$ cat src/rtl/ahb_master_arbiter.sv
// Two-requester round-robin arbiter for the single AHB master port.
// One transfer in flight at a time; completion or timeout is routed back to the owner.
module ahb_master_arbiter #(
    parameter int TO_W = 8
) (
    input  logic        clk,
    input  logic        rst_n,
    input  logic        arb_en,
    input  logic        m0_req,
    input  logic        m1_req,
    input  logic        m0_wr_en,
    input  logic        m1_wr_en,
    input  logic [31:0] m0_addr,
    input  logic [31:0] m1_addr,
    input  logic [31:0] m0_wr_data,
    input  logic [31:0] m1_wr_data,
    input  logic [1:0]  m0_size,
    input  logic [1:0]  m1_size,
    output logic        m0_ack,
    output logic        m1_ack,
    output logic [31:0] m0_rd_data,
    output logic [31:0] m1_rd_data,
    output logic        m0_rd_vld,
    output logic        m1_rd_vld,
    output logic        m0_done,
    output logic        m1_done,
    output logic        m0_err,
    output logic        m1_err,
    output logic        ahb_en,
    output logic        ahb_wr_en,
    output logic [31:0] ahb_addr,
    output logic [31:0] ahb_wr_data,
    output logic [1:0]  ahb_data_size,
    input  logic [31:0] ahb_rd_data,
    input  logic        ahb_rd_vld,
    input  logic        ahb_busy
);

    typedef enum logic [1:0] {
        IDLE  = 2'd0,
        ISSUE = 2'd1,
        WAIT  = 2'd2
    } state_t;

    localparam logic [TO_W-1:0] CNT_MAX = '1;
    localparam logic [TO_W-1:0] CNT_ONE = {{(TO_W-1){1'b0}}, 1'b1};

    state_t          state;
    logic            owner;
    logic            last_owner;
    logic [TO_W-1:0] cnt;
    logic [TO_W-1:0] cnt_nxt;
    logic            grant;
    logic            pick;
    logic            complete;

    always_comb begin
        grant    = arb_en && !ahb_busy && (m0_req || m1_req);
        // m1 wins when alone, or on a tie when m0 owned the port last.
        pick     = m1_req && (!m0_req || !last_owner);
        // ahb_wr_en still holds the direction of the transfer in flight.
        complete = ahb_wr_en ? !ahb_busy : ahb_rd_vld;
        cnt_nxt  = cnt + CNT_ONE;
    end

    always_ff @(posedge clk) begin
        if (!rst_n) begin
            state         <= IDLE;
            owner         <= 1'b0;
            last_owner    <= 1'b1;
            cnt           <= '0;
            m0_ack        <= 1'b0;
            m1_ack        <= 1'b0;
            m0_rd_data    <= '0;
            m1_rd_data    <= '0;
            m0_rd_vld     <= 1'b0;
            m1_rd_vld     <= 1'b0;
            m0_done       <= 1'b0;
            m1_done       <= 1'b0;
            m0_err        <= 1'b0;
            m1_err        <= 1'b0;
            ahb_en        <= 1'b0;
            ahb_wr_en     <= 1'b0;
            ahb_addr      <= '0;
            ahb_wr_data   <= '0;
            ahb_data_size <= '0;
        end else begin
            m0_ack    <= 1'b0;
            m1_ack    <= 1'b0;
            ahb_en    <= 1'b0;
            m0_rd_vld <= 1'b0;
            m1_rd_vld <= 1'b0;
            m0_done   <= 1'b0;
            m1_done   <= 1'b0;
            m0_err    <= 1'b0;
            m1_err    <= 1'b0;

            case (state)
                IDLE: begin
                    if (grant) begin
                        owner         <= pick;
                        last_owner    <= pick;
                        ahb_wr_en     <= pick ? m1_wr_en   : m0_wr_en;
                        ahb_addr      <= pick ? m1_addr    : m0_addr;
                        ahb_wr_data   <= pick ? m1_wr_data : m0_wr_data;
                        ahb_data_size <= pick ? m1_size    : m0_size;
                        m0_ack        <= !pick;
                        m1_ack        <= pick;
                        ahb_en        <= 1'b1;
                        state         <= ISSUE;
                    end
                end

                ISSUE: begin
                    cnt   <= '0;
                    state <= WAIT;
                end

                WAIT: begin
                    if (complete) begin
                        if (!ahb_wr_en) begin
                            if (owner) begin
                                m1_rd_data <= ahb_rd_data;
                                m1_rd_vld  <= 1'b1;
                            end else begin
                                m0_rd_data <= ahb_rd_data;
                                m0_rd_vld  <= 1'b1;
                            end
                        end
                        m0_done <= !owner;
                        m1_done <= owner;
                        state   <= IDLE;
                    end else if (cnt_nxt == CNT_MAX) begin
                        // Abort on the edge the wait count reaches all-ones.
                        m0_err <= !owner;
                        m1_err <= owner;
                        state  <= IDLE;
                    end else begin
                        cnt <= cnt_nxt;
                    end
                end

                default: state <= IDLE;
            endcase
        end
    end

endmodule

$ cat config.mk
export PLATFORM = sky130hd
export DESIGN_NAME = ahb_master_arbiter
export DESIGN_NICKNAME = d
export VERILOG_FILES = /design/src/rtl/ahb_master_arbiter.sv
export SDC_FILE = /design/constraint.sdc
export NUM_CORES = 1
export LEC_CHECK = 0
export ABC_AREA = 1
export BUFFER_PORTS_ARGS = -buffer_cell sky130_fd_sc_hd__buf_2
export CORE_ASPECT_RATIO = 1.4
export CORE_MARGIN = 2
export CORE_UTILIZATION = 41
export DETAILED_ROUTE_END_ITERATION = 8
export PLACE_DENSITY_LB_ADDON = 0.12
export SYNTH_ARGS = -nofsm -noshare
export SYNTH_HDL_FRONTEND = slang
export SYNTH_SLANG_ARGS = --single-unit
$ cat constraint.sdc
create_clock -name clk -period 1.6 [get_ports clk]
set_input_delay 0.32 -clock clk [delete_from_list [all_inputs] [get_ports clk]]
set_output_delay 0.32 -clock clk [all_outputs]
set_load 0.02 [all_outputs]
==> summary.txt <==
Status
  – Status: completed

Route
  – DRC viols: 0
  – DRT iter0 DRCs: 430
  – Via/cell ratio: ~5.0
  – Drt wl/cell: 14.5 µm
  – DR pass1 iterations: 4
  – Routed WL: approximately 20 mm
  – Via count: approximately 7000
  – Post-route ant nets: 0

GRT
  – Largest net degree at the start of global routing: 64
  – First-pass GRT wire length: around 30 mm
  – Global route total overflow: 0
  – Total Routing Usage GR: 0.233
  – Number of global-route vias before repair: 6414
  – Initial antenna violation count: 1

Worst setup path
  – Crit path max fanout: 7
  – Kind of end point of the critical path: flip-flop
  – R2r startpoint: cnt[1]$_SDFFE_PN0P_
  – R2R Setup Slk: around 0.038 ns
  – Worst EP arrival: between 1.5 and 2 ns
  – RR Endpoint: cnt[5]$_SDFFE_PN0P_
  – Worst setup SP type: flip-flop
  – Worst path required time: about 1.9 ns
  – R2R depth: 12
  – Critical path class: reg2reg

Finish
  – Proportion of layout cells with a drive suffix above 1: 0.353
  – Area Growth Syn to Fin: 42.2%
  – Final instance area: 8920 µm²
  – Diodes inserted: 0
  – Most common cell after layout, fill and taps aside: buf_2
  – # nets final: 1339
  – Filler Cell Count: 1470
  – Commonest cells after routing, fill and taps aside: buf_2 (312), nor2_1 (158), nand2_1 (157)

Yosys
  – Post-Syn Instances: 864
  – Sequential fraction of the synthesis area: 0.485
  – Syn_area_per_cell: 7.26 µm²
  – Number of synthesized register bits: 152
  – Synth cell types: 29
  – Cell Area, Synth: 6270 µm²
  – Number of synthesis warnings: 0
  – Syn Nets: 1039

STA
  – Min Hold Slack: 0.179 ns
  – Worst-Margin Slew: around 0.54 ns
  – Clock Skew: around 0.0084 ns
  – Worst slew margin: 0.638
  – Final Hold Vio Count: 0
  – Setup ws final: 0.0384 ns
  – Minimum clock period: 1.56 ns
  – Fin. max-slew vios: 0
  – Final worst-path cycle share: 0.976
  – Final setup viols: 0
  – Unrepaired setup endpoints after global routing: true
  – F_max: 640 MHz

CTS
  – CTS H-tree depth: 4
  – Num CTS Buffers: 17
  – Clk sinks: 152
  – Worst-Skew Late Latency: 0.42 ns
  – CTS root buf: clkbuf_16
  – Worst-path clk slew: 0.07 ns
  – CTS tree: built
  – Hold-fix buffers, CTS: 0
  – Worst-case clock buffer depth: 2

Min path
  – Min-delay src: ahb_rd_data[17]
  – WHS Endpoint: m1_rd_data[17]$_SDFFE_PN0P_
  – Worst hold path depth: 3
  – Hold Crit Class: in2reg

Pwr
  – Maximum vdd drop: slightly below 0.5 mV
  – Pleak: 4.14 nW
  – Cell Pwr Density: 1010 nW/µm²
  – PnR Total Power: ~0.0090 W

Placed design
  – RD Place Congestion: 0.825
  – Post-DP Area: 8180 µm²
  – HPWL Detailed: 14.0 mm
  – I/O Buffers: 312
  – Place WS: -0.0374 ns

Floorplan
  – Vert. Die Dim: 150 µm
  – Die X: 109 µm
  – Die ar.: 16300 µm²
  – Starting Density: 0.419
  – Core area: 15000 µm²
  – I/O Pins: approximately 310
  – Number of cell rows: between 50 and 60

Job
  – Max cap viols: 0
[stage by stage]
step | utilization | std cells | setup TNS, ns
2_1_floorplan | - | 864 | 0
3_5_place_dp | 0.546 | 1331 | -0.126
5_1_grt | 0.595 | 1369 | -0.134
4_1_cts | 0.586 | 1363 | 0
3_3_place_gp | 0.546 | 1331 | 0
6_report | 0.595 | 1369 | 0
[synthesized netlist by cell type (all sizes together)]
cell type / number / share of area
dfxtp: 152 / 0.48
nor2: 164 / 0.10
a21oi: 139 / 0.11
o21ai: 70 / 0.056
clkinv: 1 / 0.00060
o2111ai: 1 / 0.0024
nand2: 166 / 0.10
a211oi: 1 / 0.0012
buf: 23 / 0.024
nor3: 2 / 0.0016
inv: 17 / 0.010
nand3: 76 / 0.063
ha: 2 / 0.0040
clkbuf: 44 / 0.027
nand4: 6 / 0.0060
[per-layer routing]
| layer | share of wire | GRT usage |
|---|---|---|
| met1 | 0.39 | 0.257 |
| met2 | 0.50 | 0.404 |
| met3 | 0.088 | 0.0814 |
| met4 | 0.027 | 0.0968 |
| met5 | 0.00080 | 0 |
[report_power, final]
group          switching, W  internal (W)
sequential        0.0000617       0.00389
clock               0.00173       0.00225
combinational      0.000630      0.000430
total               0.00242       0.00658
[critical path, cell delays in order, from the launching register on]
cell and delay, ns:
dfxtp_4 0.36, ha_4 0.15, inv_2 0.03, nand2_1 0.08, nand2_2 0.08, nor2_4 0.12, nand3_4 0.08, nor2_4 0.15
nand2_4 0.10, nand2_8 0.10, nand3_2 0.07, nand2_2 0.08, nor2_1 0.04
[registers in the layout, summed over array words and instances, names as in the netlist, 2 cells and up]
| name | count |
|---|---|
| ahb_addr | 32 |
| ahb_data_size | 2 |
| ahb_wr_data | 32 |
| cnt | 8 |
| m0_rd_data | 32 |
| m1_rd_data | 32 |
| state | 2 |
[worst max path at each step]
stage / startpoint / endpoint / slack, ns / depth (start not counted)
4_1_cts: cnt[0]$_SDFFE_PN0P_ / cnt[5]$_SDFFE_PN0P_ / 0.0004 / 12
5_1_grt: cnt[1]$_SDFFE_PN0P_ / cnt[3]$_SDFFE_PN0P_ / -0.03 / 12
3_3_place_gp: cnt[0]$_SDFFE_PN0P_ / cnt[3]$_SDFFE_PN0P_ / 0.01 / 11
2_1_floorplan: cnt[1]$_SDFFE_PN0P_ / cnt[0]$_SDFFE_PN0P_ / 0.04 / 11
3_5_place_dp: cnt[0]$_SDFFE_PN0P_ / cnt[5]$_SDFFE_PN0P_ / -0.04 / 11
6_report: cnt[1]$_SDFFE_PN0P_ / cnt[5]$_SDFFE_PN0P_ / 0.04 / 12
[what timing repair did]
action                                  CTS  global route
cloned                                    0             3
pin swaps                                 0             5
resized for setup                         2            21
setup buffers                             0             3
endpoints found under the setup margin    4            71
[cell type report]
type | count | area, µm² | area share
multi-input combinational | 628 | 2930 | 0.328
tap | 192 | 240 | 0.0269
sequential | 152 | 3050 | 0.342
inverter | 18 | 70.1 | 0.00785
clock inverter | 14 | 150 | 0.0168
clock buffer | 18 | 439 | 0.0492
timing repair buffer | 347 | 2040 | 0.228
[kinds of logic after synthesis]
family / Yosys count / synth area share
buf+inv: 85 / 0.0618
simple gates: 414 / 0.276
fa+ha+maj: 2 / 0.00399
compound gates: 211 / 0.173
flops: 152 / 0.485
Power figures use the tool's default switching activity.
